**src/rtl/div_pkg.sv**
```systemverilog
// Shared widths, state codes and handshake levels for the divider.
package div_pkg;

   localparam int REG_BUS        = 32;
   localparam int DOUBLE_REG_BUS = 64;

   // FSM state codes
   localparam logic [1:0] DIV_FREE    = 2'b00;
   localparam logic [1:0] DIV_BY_ZERO = 2'b01;
   localparam logic [1:0] DIV_ON      = 2'b10;
   localparam logic [1:0] DIV_END     = 2'b11;

   localparam logic DIV_START            = 1'b1;
   localparam logic DIV_STOP             = 1'b0;
   localparam logic DIV_RESULT_READY     = 1'b1;
   localparam logic DIV_RESULT_NOT_READY = 1'b0;

   // Operation context captured when a division is accepted.
   typedef struct packed {
      logic                 sgn;      // DIV rather than DIVU
      logic                 op1_neg;  // dividend was negative (signed only)
      logic                 op2_neg;  // divisor was negative (signed only)
      logic [REG_BUS-1:0]   divisor;  // |op2|
   } div_op_t;

   function automatic logic [REG_BUS-1:0] neg32(input logic [REG_BUS-1:0] x);
      return ~x + 32'd1;
   endfunction

   // Magnitude, taken only for signed operations with the sign bit set.
   function automatic logic [REG_BUS-1:0] mag32(input logic sgn, input logic [REG_BUS-1:0] x);
      return (sgn && x[REG_BUS-1]) ? neg32(x) : x;
   endfunction

endpackage

```
**src/rtl/div_if.sv**
```systemverilog
// Divide request/response bundle between the execute stage and the divider.
interface div_if;
   import div_pkg::*;

   logic                      signed_div;
   logic [REG_BUS-1:0]        opdata1;
   logic [REG_BUS-1:0]        opdata2;
   logic                      start;
   logic                      annul;
   logic [DOUBLE_REG_BUS-1:0] result;
   logic                      ready;

   // execute stage side
   modport master (output signed_div, opdata1, opdata2, start, annul,
                   input  result, ready);
   // divider side
   modport slave  (input  signed_div, opdata1, opdata2, start, annul,
                   output result, ready);
endinterface

```
**src/rtl/div.sv**
```systemverilog
// Multi-cycle restoring divider, one quotient bit per cycle, result {rem, quo}.
module div
   import div_pkg::*;
(
   input  logic clk,
   input  logic rst,
   div_if.slave bus
);

   logic [1:0]                state_q, state_d;
   logic [5:0]                cnt_q, cnt_d;
   logic [64:0]               w_q, w_d;
   div_op_t                   op_q, op_d;
   logic [DOUBLE_REG_BUS-1:0] result_q, result_d;
   logic                      ready_q, ready_d;

   logic [64:0]               w_sh;
   logic [32:0]               trial;
   logic [REG_BUS-1:0]        quo_fix, rem_fix;

   // One restoring step: shift, then trial-subtract the divisor from the top 33 bits.
   assign w_sh  = {w_q[63:0], 1'b0};
   assign trial = w_sh[64:32] - {1'b0, op_q.divisor};

   // Sign correction applied once all 32 quotient bits are in.
   assign quo_fix = (op_q.sgn && (op_q.op1_neg ^ op_q.op2_neg)) ? neg32(w_q[31:0]) : w_q[31:0];
   assign rem_fix = (op_q.sgn && op_q.op1_neg) ? neg32(w_q[63:32]) : w_q[63:32];

   // Next-state and datapath for the FREE/BYZERO/ON/END sequence.
   always_comb begin
      state_d  = state_q;
      cnt_d    = cnt_q;
      w_d      = w_q;
      op_d     = op_q;
      result_d = result_q;
      ready_d  = ready_q;
      case (state_q)
         DIV_FREE: begin
            result_d = '0;
            ready_d  = DIV_RESULT_NOT_READY;
            if (bus.start == DIV_START && !bus.annul) begin
               if (bus.opdata2 == '0) begin
                  state_d = DIV_BY_ZERO;
               end else begin
                  state_d      = DIV_ON;
                  cnt_d        = '0;
                  op_d.sgn     = bus.signed_div;
                  op_d.op1_neg = bus.signed_div & bus.opdata1[REG_BUS-1];
                  op_d.op2_neg = bus.signed_div & bus.opdata2[REG_BUS-1];
                  op_d.divisor = mag32(bus.signed_div, bus.opdata2);
                  w_d          = {33'b0, mag32(bus.signed_div, bus.opdata1)};
               end
            end
         end
         DIV_BY_ZERO: begin
            state_d = DIV_END;
            w_d     = '0;
         end
         DIV_ON: begin
            if (bus.annul) begin
               // flush: drop the partial result, nothing is reported
               state_d = DIV_FREE;
               cnt_d   = '0;
               ready_d = DIV_RESULT_NOT_READY;
            end else if (cnt_q != 6'd32) begin
               w_d   = trial[32] ? w_sh : {trial, w_sh[31:1], 1'b1};
               cnt_d = cnt_q + 6'd1;
            end else begin
               // keep the corrected result in W so END can re-present it
               w_d      = {1'b0, rem_fix, quo_fix};
               result_d = {rem_fix, quo_fix};
               ready_d  = DIV_RESULT_READY;
               state_d  = DIV_END;
               cnt_d    = '0;
            end
         end
         DIV_END: begin
            if (bus.start == DIV_START) begin
               ready_d  = DIV_RESULT_READY;
               result_d = w_q[63:0];
            end else begin
               state_d  = DIV_FREE;
               ready_d  = DIV_RESULT_NOT_READY;
               result_d = '0;
            end
         end
         default: state_d = DIV_FREE;
      endcase
   end

   // State registers, asynchronous active-high reset.
   always_ff @(posedge clk or posedge rst) begin
      if (rst) begin
         state_q  <= DIV_FREE;
         cnt_q    <= '0;
         w_q      <= '0;
         op_q     <= '0;
         result_q <= '0;
         ready_q  <= DIV_RESULT_NOT_READY;
      end else begin
         state_q  <= state_d;
         cnt_q    <= cnt_d;
         w_q      <= w_d;
         op_q     <= op_d;
         result_q <= result_d;
         ready_q  <= ready_d;
      end
   end

   assign bus.result = result_q;
   assign bus.ready  = ready_q;

endmodule

```
**src/flat_wrapper.sv**
```systemverilog
// flat-port wrapper written by rule: the top's interface ports become plain ports
module div_flat import div_pkg::*;
  (clk, rst, bus_signed_div, bus_opdata1, bus_opdata2, bus_start, bus_annul, bus_result, bus_ready);
  div_if bus_i ();
  input  logic clk;
  input  logic rst;
  input wire logic [$bits(bus_i.signed_div)-1:0] bus_signed_div;
  input wire logic [$bits(bus_i.opdata1)-1:0] bus_opdata1;
  input wire logic [$bits(bus_i.opdata2)-1:0] bus_opdata2;
  input wire logic [$bits(bus_i.start)-1:0] bus_start;
  input wire logic [$bits(bus_i.annul)-1:0] bus_annul;
  output wire logic [$bits(bus_i.result)-1:0] bus_result;
  output wire logic [$bits(bus_i.ready)-1:0] bus_ready;
  assign bus_i.signed_div = bus_signed_div;
  assign bus_i.opdata1 = bus_opdata1;
  assign bus_i.opdata2 = bus_opdata2;
  assign bus_i.start = bus_start;
  assign bus_i.annul = bus_annul;
  assign bus_result = bus_i.result;
  assign bus_ready = bus_i.ready;
  div u_core (.clk(clk), .rst(rst), .bus(bus_i));
endmodule
```
**config.mk**
```make
export PLATFORM = sky130hd
export DESIGN_NAME = div_flat
export DESIGN_NICKNAME = d
export VERILOG_FILES = /design/src/rtl/div_pkg.sv /design/src/rtl/div_if.sv /design/src/rtl/div.sv /design/src/flat_wrapper.sv
export SDC_FILE = /design/constraint.sdc
export NUM_CORES = 1
export LEC_CHECK = 0
export BUFFER_PORTS_ARGS = -buffer_cell sky130_fd_sc_hd__buf_2
export CORE_UTILIZATION = 62
export CTS_BUF_LIST = sky130_fd_sc_hd__clkbuf_8
export DETAILED_ROUTE_END_ITERATION = 16
export PLACE_DENSITY_LB_ADDON = 0.15
export SYNTH_ARGS = -nofsm -noshare
export SYNTH_HDL_FRONTEND = slang
export SYNTH_SLANG_ARGS = --single-unit
```
**constraint.sdc**
```tcl
create_clock -name clk -period 6.4 [get_ports clk]
set_input_delay 0.32 -clock clk [delete_from_list [all_inputs] [get_ports clk]]
set_output_delay 0.32 -clock clk [all_outputs]
set_load 0.05 [all_outputs]
```
==> results of run 1 <==
per-layer routing:
| layer | up-vias | part of all wire |
|---|---|---|
| met3 | 125 | 0.082 |
| met5 | - | 0 |
| met1 | 6156 | 0.43 |
| met4 | 0 | 0.040 |
| met2 | 655 | 0.45 |
| li1 | 6020 | - |
final timing paths:
kind	startpoint	endpoint	slack [ns]	depth (start not counted)
max	u_core.state_q[0]	u_core.w_q[61]	2.29	10
min	rst	u_core.cnt_q[3]	0.03	2
max reg2reg	u_core.state_q[0]	u_core.w_q[61]	2.29	10
min reg2reg	u_core.bus.result[44]	u_core.bus.result[44]	0.48	2
max in group asynchronous	rst	u_core.w_q[25]	4.84	3
min in group clk	bus_opdata2[1]	u_core.op_q[1]	0.13	3
through the flow:
step | cell area, sq um | power [mW] | instances | hold WS [ns]
2_1_floorplan | 13200 | 4.06 | 1659 | 0.459
3_3_place_gp | 13800 | 4.76 | 1951 | 0.455
3_5_place_dp | 13800 | 4.83 | 1951 | 0.465
4_1_cts | 14200 | 5.61 | 1983 | 0.0832
5_1_grt | 14200 | 6.05 | 1983 | 0.124
6_report | 14200 | 5.67 | 1983 | 0.0342
flip-flops by register name (all words and copies together) (netlist names):
register           count
u_core.bus.result     64
u_core.w_q            64
u_core.op_q           35
u_core.cnt_q           6
u_core.state_q         2
u_core.bus.ready       1
where the power goes:
group | total [mW] | leakage (nW) | switching (mW) | internal, mW
clock network | 0.777 | 0.196 | 0.487 | 0.290
logic | 3.18 | 3.73 | 2.17 | 1.01
registers | 1.71 | 2.24 | 0.321 | 1.39
cell type report:
type	instances	area (sq um)
Clock inverter	15	155
Timing Repair Buffer	141	726
Sequential cell	172	4300
Tap cell	275	344
Fill cell	1840	6760
Inverter	64	245
Multi-Input combinational cell	1299	8190
Clock buffer	17	234
worst max-delay path, delay by kind of cell, from the launching register on:
family	cells	cell delay, ns
fa+ha+maj	1	0.30
buf+inv	2	0.50
simple gates	5	2.55
flops	1	0.44
compound gates	2	0.24
cells in the final DEF, fill, tap and decap left out, types with 5 or more instances in the layout:
cell / instances
sky130_fd_sc_hd__a211oi_1: 8
sky130_fd_sc_hd__a21o_1: 19
sky130_fd_sc_hd__a21oi_1: 141
sky130_fd_sc_hd__a22oi_1: 50
sky130_fd_sc_hd__a31oi_1: 10
sky130_fd_sc_hd__a41oi_1: 5
sky130_fd_sc_hd__and2_1: 8
sky130_fd_sc_hd__and3_1: 5
sky130_fd_sc_hd__buf_2: 133
sky130_fd_sc_hd__buf_4: 8
sky130_fd_sc_hd__clkbuf_8: 17
sky130_fd_sc_hd__dfrtp_1: 172
sky130_fd_sc_hd__ha_1: 42
sky130_fd_sc_hd__inv_1: 63
sky130_fd_sc_hd__mux2i_1: 20
sky130_fd_sc_hd__nand2_1: 177
sky130_fd_sc_hd__nand2b_1: 12
sky130_fd_sc_hd__nand3_1: 21
sky130_fd_sc_hd__nand4_1: 7
sky130_fd_sc_hd__nor2_1: 161
sky130_fd_sc_hd__nor2b_1: 9
sky130_fd_sc_hd__nor3_1: 53
sky130_fd_sc_hd__nor4_1: 14
sky130_fd_sc_hd__o211ai_1: 5
sky130_fd_sc_hd__o21a_1: 12
sky130_fd_sc_hd__o21ai_0: 181
sky130_fd_sc_hd__o21ai_1: 12
sky130_fd_sc_hd__o221ai_1: 11
sky130_fd_sc_hd__o22a_1: 6
sky130_fd_sc_hd__o31ai_1: 19
sky130_fd_sc_hd__o32a_1: 7
sky130_fd_sc_hd__o41ai_1: 10
sky130_fd_sc_hd__o41ai_2: 8
sky130_fd_sc_hd__or2_2: 6
sky130_fd_sc_hd__or3_1: 13
sky130_fd_sc_hd__or4_1: 9
sky130_fd_sc_hd__xnor2_1: 80
sky130_fd_sc_hd__xor2_1: 58
logic make-up (layout without fill, tap and decap cells):
family | Yosys count | in the layout | synth area share
AOI/OAI and AO/OA | 561 | 561 | 0.274
xor gates and xnor gates | 138 | 138 | 0.0913
adders and majority gates | 44 | 44 | 0.0422
buffers and inverters | 188 | 237 | 0.0575
DFF | 172 | 172 | 0.325
muxes | 25 | 25 | 0.0202
and+or+nand+nor | 531 | 531 | 0.190
==> reports/summary.md, run 1 <==
The flow ran to the end, and the final reports show no timing, DRC or antenna violations. The commonest register cell after synthesis was sky130_fd_sc_hd__dfrtp_1. The path type of the worst min-delay path was in2async. The critical path goes through inv_1, ha_1, buf_4, nand2_1, nor2_1, nand2_1, nor3b_1, a21oi_1, o41a_1, nand2_1.

After clock tree synthesis, the setup repair step added 0 buffers. In the final timing run, aggregate negative setup slack is 0 ns. The mean routed wirelength per cell was 19.5 microns. The tools report the global-route total usage across every layer as 0.361. Among the stages of the critical path, the cell type that occurs most often is sky130_fd_sc_hd__nand2_1. In the routed layout, each cell is associated on average with a via count of 6.53. By startpoint and endpoint, the worst setup path is classified as reg2reg.

For this design, the CTS-stage hold fixing added 0 buffers. The initial antenna violation count was 0; the ratio of total power to cell area was 399 nW/um^2. The area of the placeable core is 21000 sq um. The number of distinct standard cells referenced by the synthesized netlist is 89.

The share of final-layout standard cells stronger than drive strength 1 is 0.137, and the clock latency at the later pin of the worst-skew pair is 0.49 ns. The first routing iteration left 1450 violations. For the number of clock buffers inserted by TritonCTS, the log shows 17. The minimum period implied by the final worst setup slack was 4.11 ns; the area share of the largest cell type after synthesis was 0.325. The global placement routability congestion is 0.949. In this run, post-CTS repair resized a total of 0 instances. Setup violations remaining at the end of the flow were counted as 0. Clock-pin slew was measured on the worst setup and hold paths at 0.11 ns. The reported max-cap violation count is 0, and the share of the core filled with cells is 0.678. The met1 track utilization from global routing is 0.499. The tree built by TritonCTS fans out to 172 sinks. The first global-routing pass estimated 62.7 mm of wire. The post-route fraction of the period consumed by the critical path came out at 0.642.

The synthesis-stage register bit count was 172; the max-slew violation count was 0. Die outline area: 21900 sq um. Row generation in the floorplan step produced 53 rows. Setup repair after global routing left no endpoint under its margin. From left edge to right edge, the die measures 148 microns.

For this design the static power due to leakage is 6.18 nW. For the detailed-router iteration count before antenna repair, the log shows 6. The half-perimeter wire length of the detailed placement result was 27.6 mm.

The synthesized design spends more area on one cell type than any other, namely sky130_fd_sc_hd__dfrtp_1. By area the synthesized netlist is led by sky130_fd_sc_hd__dfrtp_1 33%, sky130_fd_sc_hd__o21ai_0 6.8%, sky130_fd_sc_hd__a21oi_1 5.3%. Measured along the y axis, the die boundary spans 148 microns.

In the post-synthesis netlist, the cell with the most instances is sky130_fd_sc_hd__o21ai_0. By count the netlist is led by 181 x sky130_fd_sc_hd__o21ai_0, 178 x sky130_fd_sc_hd__nand2_1, 172 x sky130_fd_sc_hd__dfrtp_1. The tools report the startpoint type of the worst setup path as a register.

Sequential share of the synthesized area: 0.325. The Yosys step of the flow raised 0 warnings. Each instance of the synthesized netlist takes up on average 7.98 sq um. The synthesized instance count is 1659.

For the layout net count, the log shows 1808. TritonCTS built the clock tree. The routed layout has 13000 vias. At the pin with the least slew margin, the transition time is 1.17 ns. The worst setup margin is 2.29 ns, and the mapped cell area is 13200 sq um.

Summed over all layers, the global routing overflow is 0. The logs give 0.632 for the effective utilization at floorplan and 0.0675 for the fraction of met3 tracks used by global routing. The logs give 4.55 ns for the arrival time reported for the critical path endpoint and 1772 for the total nets after synthesis. The buffer levels on the longest clock path was 2. Relative slew slack: 0.222. The maximum fanout encountered on the critical timing path works out to 37. The synthesized design contains 0 enable-type register cells. The detail route stage leaves a number of antenna-violating nets equal to 0.

In the routed design, unresolved DRC markers number 0. Buffers placed on the I/O ports in this run total 133. The run gives 0 as the number of hold-slack violations in the final timing report. On the worst path, the slowest cell contributes a delay of 0.89 ns. Entering global routing, the biggest net connects 106 pins.

The proportion of register bits with asynchronous set or reset after synthesis is 1.00. Based on the critical path, the design can be clocked at up to 0.243 GHz. The number of top-level pins is 134. The H-tree was split into 4 levels.

The repair_antennas step left the layout with diodes totalling 0. Compared with the post-synthesis result, the final layout area differs by 7.25%. OpenSTA, run right after detailed placement, puts the worst setup slack at 2.50 ns. Global-route met2 utilization: 0.547.

The CTS root buffer was sky130_fd_sc_hd__clkbuf_8. met2 is the most crowded layer. Highest-delay cell along the critical path: sky130_fd_sc_hd__nor2_1.

The number of global-route vias before repair came out at 12000. The tools report the endpoint required time on the critical path as 6.83 ns. The worst-case IR drop observed on VDD is 0.240 mV.

The run gives 0.0166 ns as the clock skew after layout. For this block, the routed nets add up to 38.7 mm of wire. The sort of element at the end of the critical path was a register.
(Power assumes the default switching activity.)
==> run 2, diff against run 1 <==
CORE_UTILIZATION = 56   (was 62)
clock period = 3.37 ns   (was 6.4 ns; I/O delays follow)
==> reports/summary.md, run 2 (same netlist as run 1, synthesis figures left out) <==
The flow ran to the end, and the final reports show no timing, DRC or antenna violations. For the detailed-router iteration count before antenna repair, the log shows 6 (unchanged). The ratio of total power to cell area came out at 751 nW/um^2 (+88%). The maximum number of pins on one net before global-route repair is 173 (+63%), and the number of cells on the worst reg-to-reg path is 14 (+4).

The tools report the worst setup slack before clock tree synthesis as -0.0194 ns (-2.52 ns). The clock latency at the later pin of the worst-skew pair came out at 0.50 ns (about the same). The logs give 0 (unchanged) for the residual antenna-violating net count after detailed routing and 55 (+3.8%) for the placement row count.

The tools report the number of hold-slack violations in the final timing report as 0 (unchanged). TritonCTS built the clock tree. The total via count in the routed design is 13000 (+0.60%), and the DRC violation total after the first TritonRoute iteration is 1382 (-4.7%). The number of placed cells counting well taps was 2055 (+5.3%); the layout net count was 1887 (+4.4%). The leakage component of the power came out at 6.62 nW (+7.2%).

The run gives 17 (unchanged) as the number of clock buffers inserted by TritonCTS. The tools report the area of the placeable core as 22900 sq um (+9.4%). The arrival time reported for the critical path endpoint is 3.62 ns (-0.93 ns), and the critical path depth in cells is 14 (+4). The run gives 0.584 mV (+140%) as the highest ir drop seen on vdd.

The logs give 0 (unchanged) for the residual DRC count and 8240 sq um (+0.63%) for the area taken by multi-input logic gates. In this run the worst hold path is classified as in2reg. The number of inserted filler cells in the final layout was 2070 (+13%); the clock-pin slew on the worst setup and hold paths was 0.10 ns (about the same). The die span in y was 156 microns (+5.2%).

Global placement routability congestion: 0.956 (+0.73%). The run gives 0.0239 ns (+0.00728 ns) as the clock skew after layout. The root buffer cell chosen for the clock tree is sky130_fd_sc_hd__clkbuf_8. Minimum period implied by the final worst setup slack: 3.25 ns (-0.864 ns). The maximum fanout encountered on the critical timing path was 10 (-73%); the mean routed wirelength per cell was 19.6 microns (+0.58%). The count of cells along the worst hold path was 3. The tools report the design area as 15100 sq um (+6.1%). Sort of element at the end of the critical path: a register. Startpoint type of the worst setup path: a register. The most common cell after layout, fill and taps aside was sky130_fd_sc_hd__o21ai_0. Buffer levels on the longest clock path: 2 (unchanged).

Highest-delay cell along the critical path: sky130_fd_sc_hd__dfrtp_1. The setup-violating endpoint count in the final report is 0 (unchanged). The initial antenna violation count is 1 (+1). The tools report the antenna diode instance count as 0 (unchanged). The number of sinks on the clock net was 172 (unchanged); the synthesis-to-layout area growth was 13.8%. The transition time of the tightest slew-check pin came out at 0.961 ns (-0.206 ns).

Leaving out fill and tap cells, the most frequent cells in the layout are 181 x sky130_fd_sc_hd__o21ai_0, 177 x sky130_fd_sc_hd__nand2_1, 172 x sky130_fd_sc_hd__dfrtp_1, 161 x sky130_fd_sc_hd__nor2_1, 141 x sky130_fd_sc_hd__a21oi_1. The number of vias per cell after detailed routing is 6.21 (-5.0%). Walking the worst path, the cells encountered are inv_1, ha_2, fa_2, nand2b_4, a211oi_4, o31ai_4, a211oi_4, o221ai_4, mux2i_4, or2_4, buf_4, buf_4, nor3_1, o32ai_1. The relative slew slack was 0.360 (+0.138). The tools report the die outline area as 24300 sq um (+11%). The global-route total usage across every layer is 0.348 (-0.0128), and the worst setup margin is 0.122 ns (-2.17 ns). The number of global-route vias before repair is 12300 (+1.9%), and the sequential cell area is 4300 sq um (unchanged).

Number of top-level pins: 134 (unchanged). The residual overflow from global routing is 0 (unchanged), and the highest cell delay on the worst timing path is 0.36 ns (-0.53 ns). The post-route fraction of the period consumed by the critical path was 0.964 (+0.321).

The number of input and output port buffers inserted is 133 (unchanged), and the filler-free cell count of the finished design is 2100 (+5.9%). The reported max-cap violation count was 0 (unchanged). The tools report the maximum achievable frequency as 0.308 GHz (+27%). The final wirelength was 41.2 mm (+6.5%); the wire length of the first global-routing pass was 65.9 mm (+5.1%). In this design, the largest share of critical-path delay is due to compound AO/OA/AOI/OAI gates. The effective utilization at floorplan was 0.578 (-0.0541).

For the half-perimeter wire length of the detailed placement result, the log shows 30.8 mm (+12%). The total placed instance area came out at 14400 sq um (+4.6%). The endpoint required time on the critical path was 3.74 ns (-3.09 ns); the floorplan die width was 156 microns (+5.2%). The max-slew violation count is 0 (unchanged), and the share of final-layout standard cells stronger than drive strength 1 is 0.173 (+0.0359).

The number of buffer and inverter stages on the critical path was 3 (+1); the total number of H-tree levels was 4 (unchanged). The setup path with the least slack is of type reg2reg.
==> run 2: cell count changes in the layout (fill, tap and decap cells not counted), sizes merged <==
cell and delta:
buf +69, bufinv +1, clkinv -2, clkinvlp +1
dlygate4sd3 +10
==> run 2: final cells by class <==
class | count | area share
Sequential cell | 172 | 0.286
Tap cell | 313 | 0.0260
Inverter | 64 | 0.0162
Clock buffer | 17 | 0.0155
Clock inverter | 15 | 0.0142
Timing Repair Buffer | 220 | 0.0950
Multi-Input combinational cell | 1299 | 0.547
==> run 2: worst register-to-register path: stages, from the launching register on <==
cell and delay (ns):
sky130_fd_sc_hd__dfrtp_1 0.36, sky130_fd_sc_hd__inv_1 0.06, sky130_fd_sc_hd__ha_2 0.18, sky130_fd_sc_hd__fa_2 0.35, sky130_fd_sc_hd__nand2b_4 0.16, sky130_fd_sc_hd__a211oi_4 0.29
sky130_fd_sc_hd__o31ai_4 0.12, sky130_fd_sc_hd__a211oi_4 0.30, sky130_fd_sc_hd__o221ai_4 0.19, sky130_fd_sc_hd__mux2i_4 0.25, sky130_fd_sc_hd__or2_4 0.30, sky130_fd_sc_hd__buf_4 0.18
sky130_fd_sc_hd__buf_4 0.14, sky130_fd_sc_hd__nor3_1 0.15, sky130_fd_sc_hd__o32ai_1 0.11
==> run 2: repair_timing <==
action | 4_1_cts | 5_1_grt
buffers inserted | 1 | 2
endpoints found under the setup margin | 1 | 28
pin swaps | 1 | 3
gates resized for setup | 2 | 8
hold buffers | 10 | 0
endpoints found under the hold margin | 21 | 0
==> run 2: where the power goes <==
group | internal [mW] | switching (mW) | leakage (nW)
combinational | 2.19 | 4.27 | 4.16
sequential | 2.63 | 0.577 | 2.24
clock | 0.655 | 0.987 | 0.218
total | 5.48 | 5.83 | 6.62
==> run 2: path summary, 6_finish.rpt <==
kind                                  startpoint                    end  slack, ns
max                               u_core.w_q[31]         u_core.w_q[46]       0.12
min                              bus_opdata2[31]        u_core.op_q[31]       0.01
max reg2reg                       u_core.w_q[31]         u_core.w_q[46]       0.12
min reg2reg                u_core.bus.result[42]  u_core.bus.result[42]       0.48
max in group asynchronous                    rst  u_core.bus.result[47]       2.18
min in group asynchronous                    rst        u_core.cnt_q[1]       0.46
==> run 2: per-stage QoR <==
step	total power [mW]	utilization	hold WS (ns)	setup TNS (ns)
final	11.3	0.657	0.0112	0
after global routing	12.1	0.657	0.00892	-0.00671
after CTS	11.2	0.655	0.00145	-0.00853
after detailed placement	9.51	0.630	0.465	-0.0194
after global placement	9.41	0.630	0.456	0
after floorplan	7.71	-	0.307	0
==> run 2: per-layer routing <==
| metal | global-route usage | vias to the layer above | wire, microns |
|---|---|---|---|
| li1 | - | 6162 | - |
| met1 | 0.471 | 6233 | 17700 |
| met2 | 0.553 | 558 | 19000 |
| met3 | 0.0869 | 79 | 3550 |
| met4 | 0.0934 | 2 | 955 |
| met5 | 0 | - | 13 |
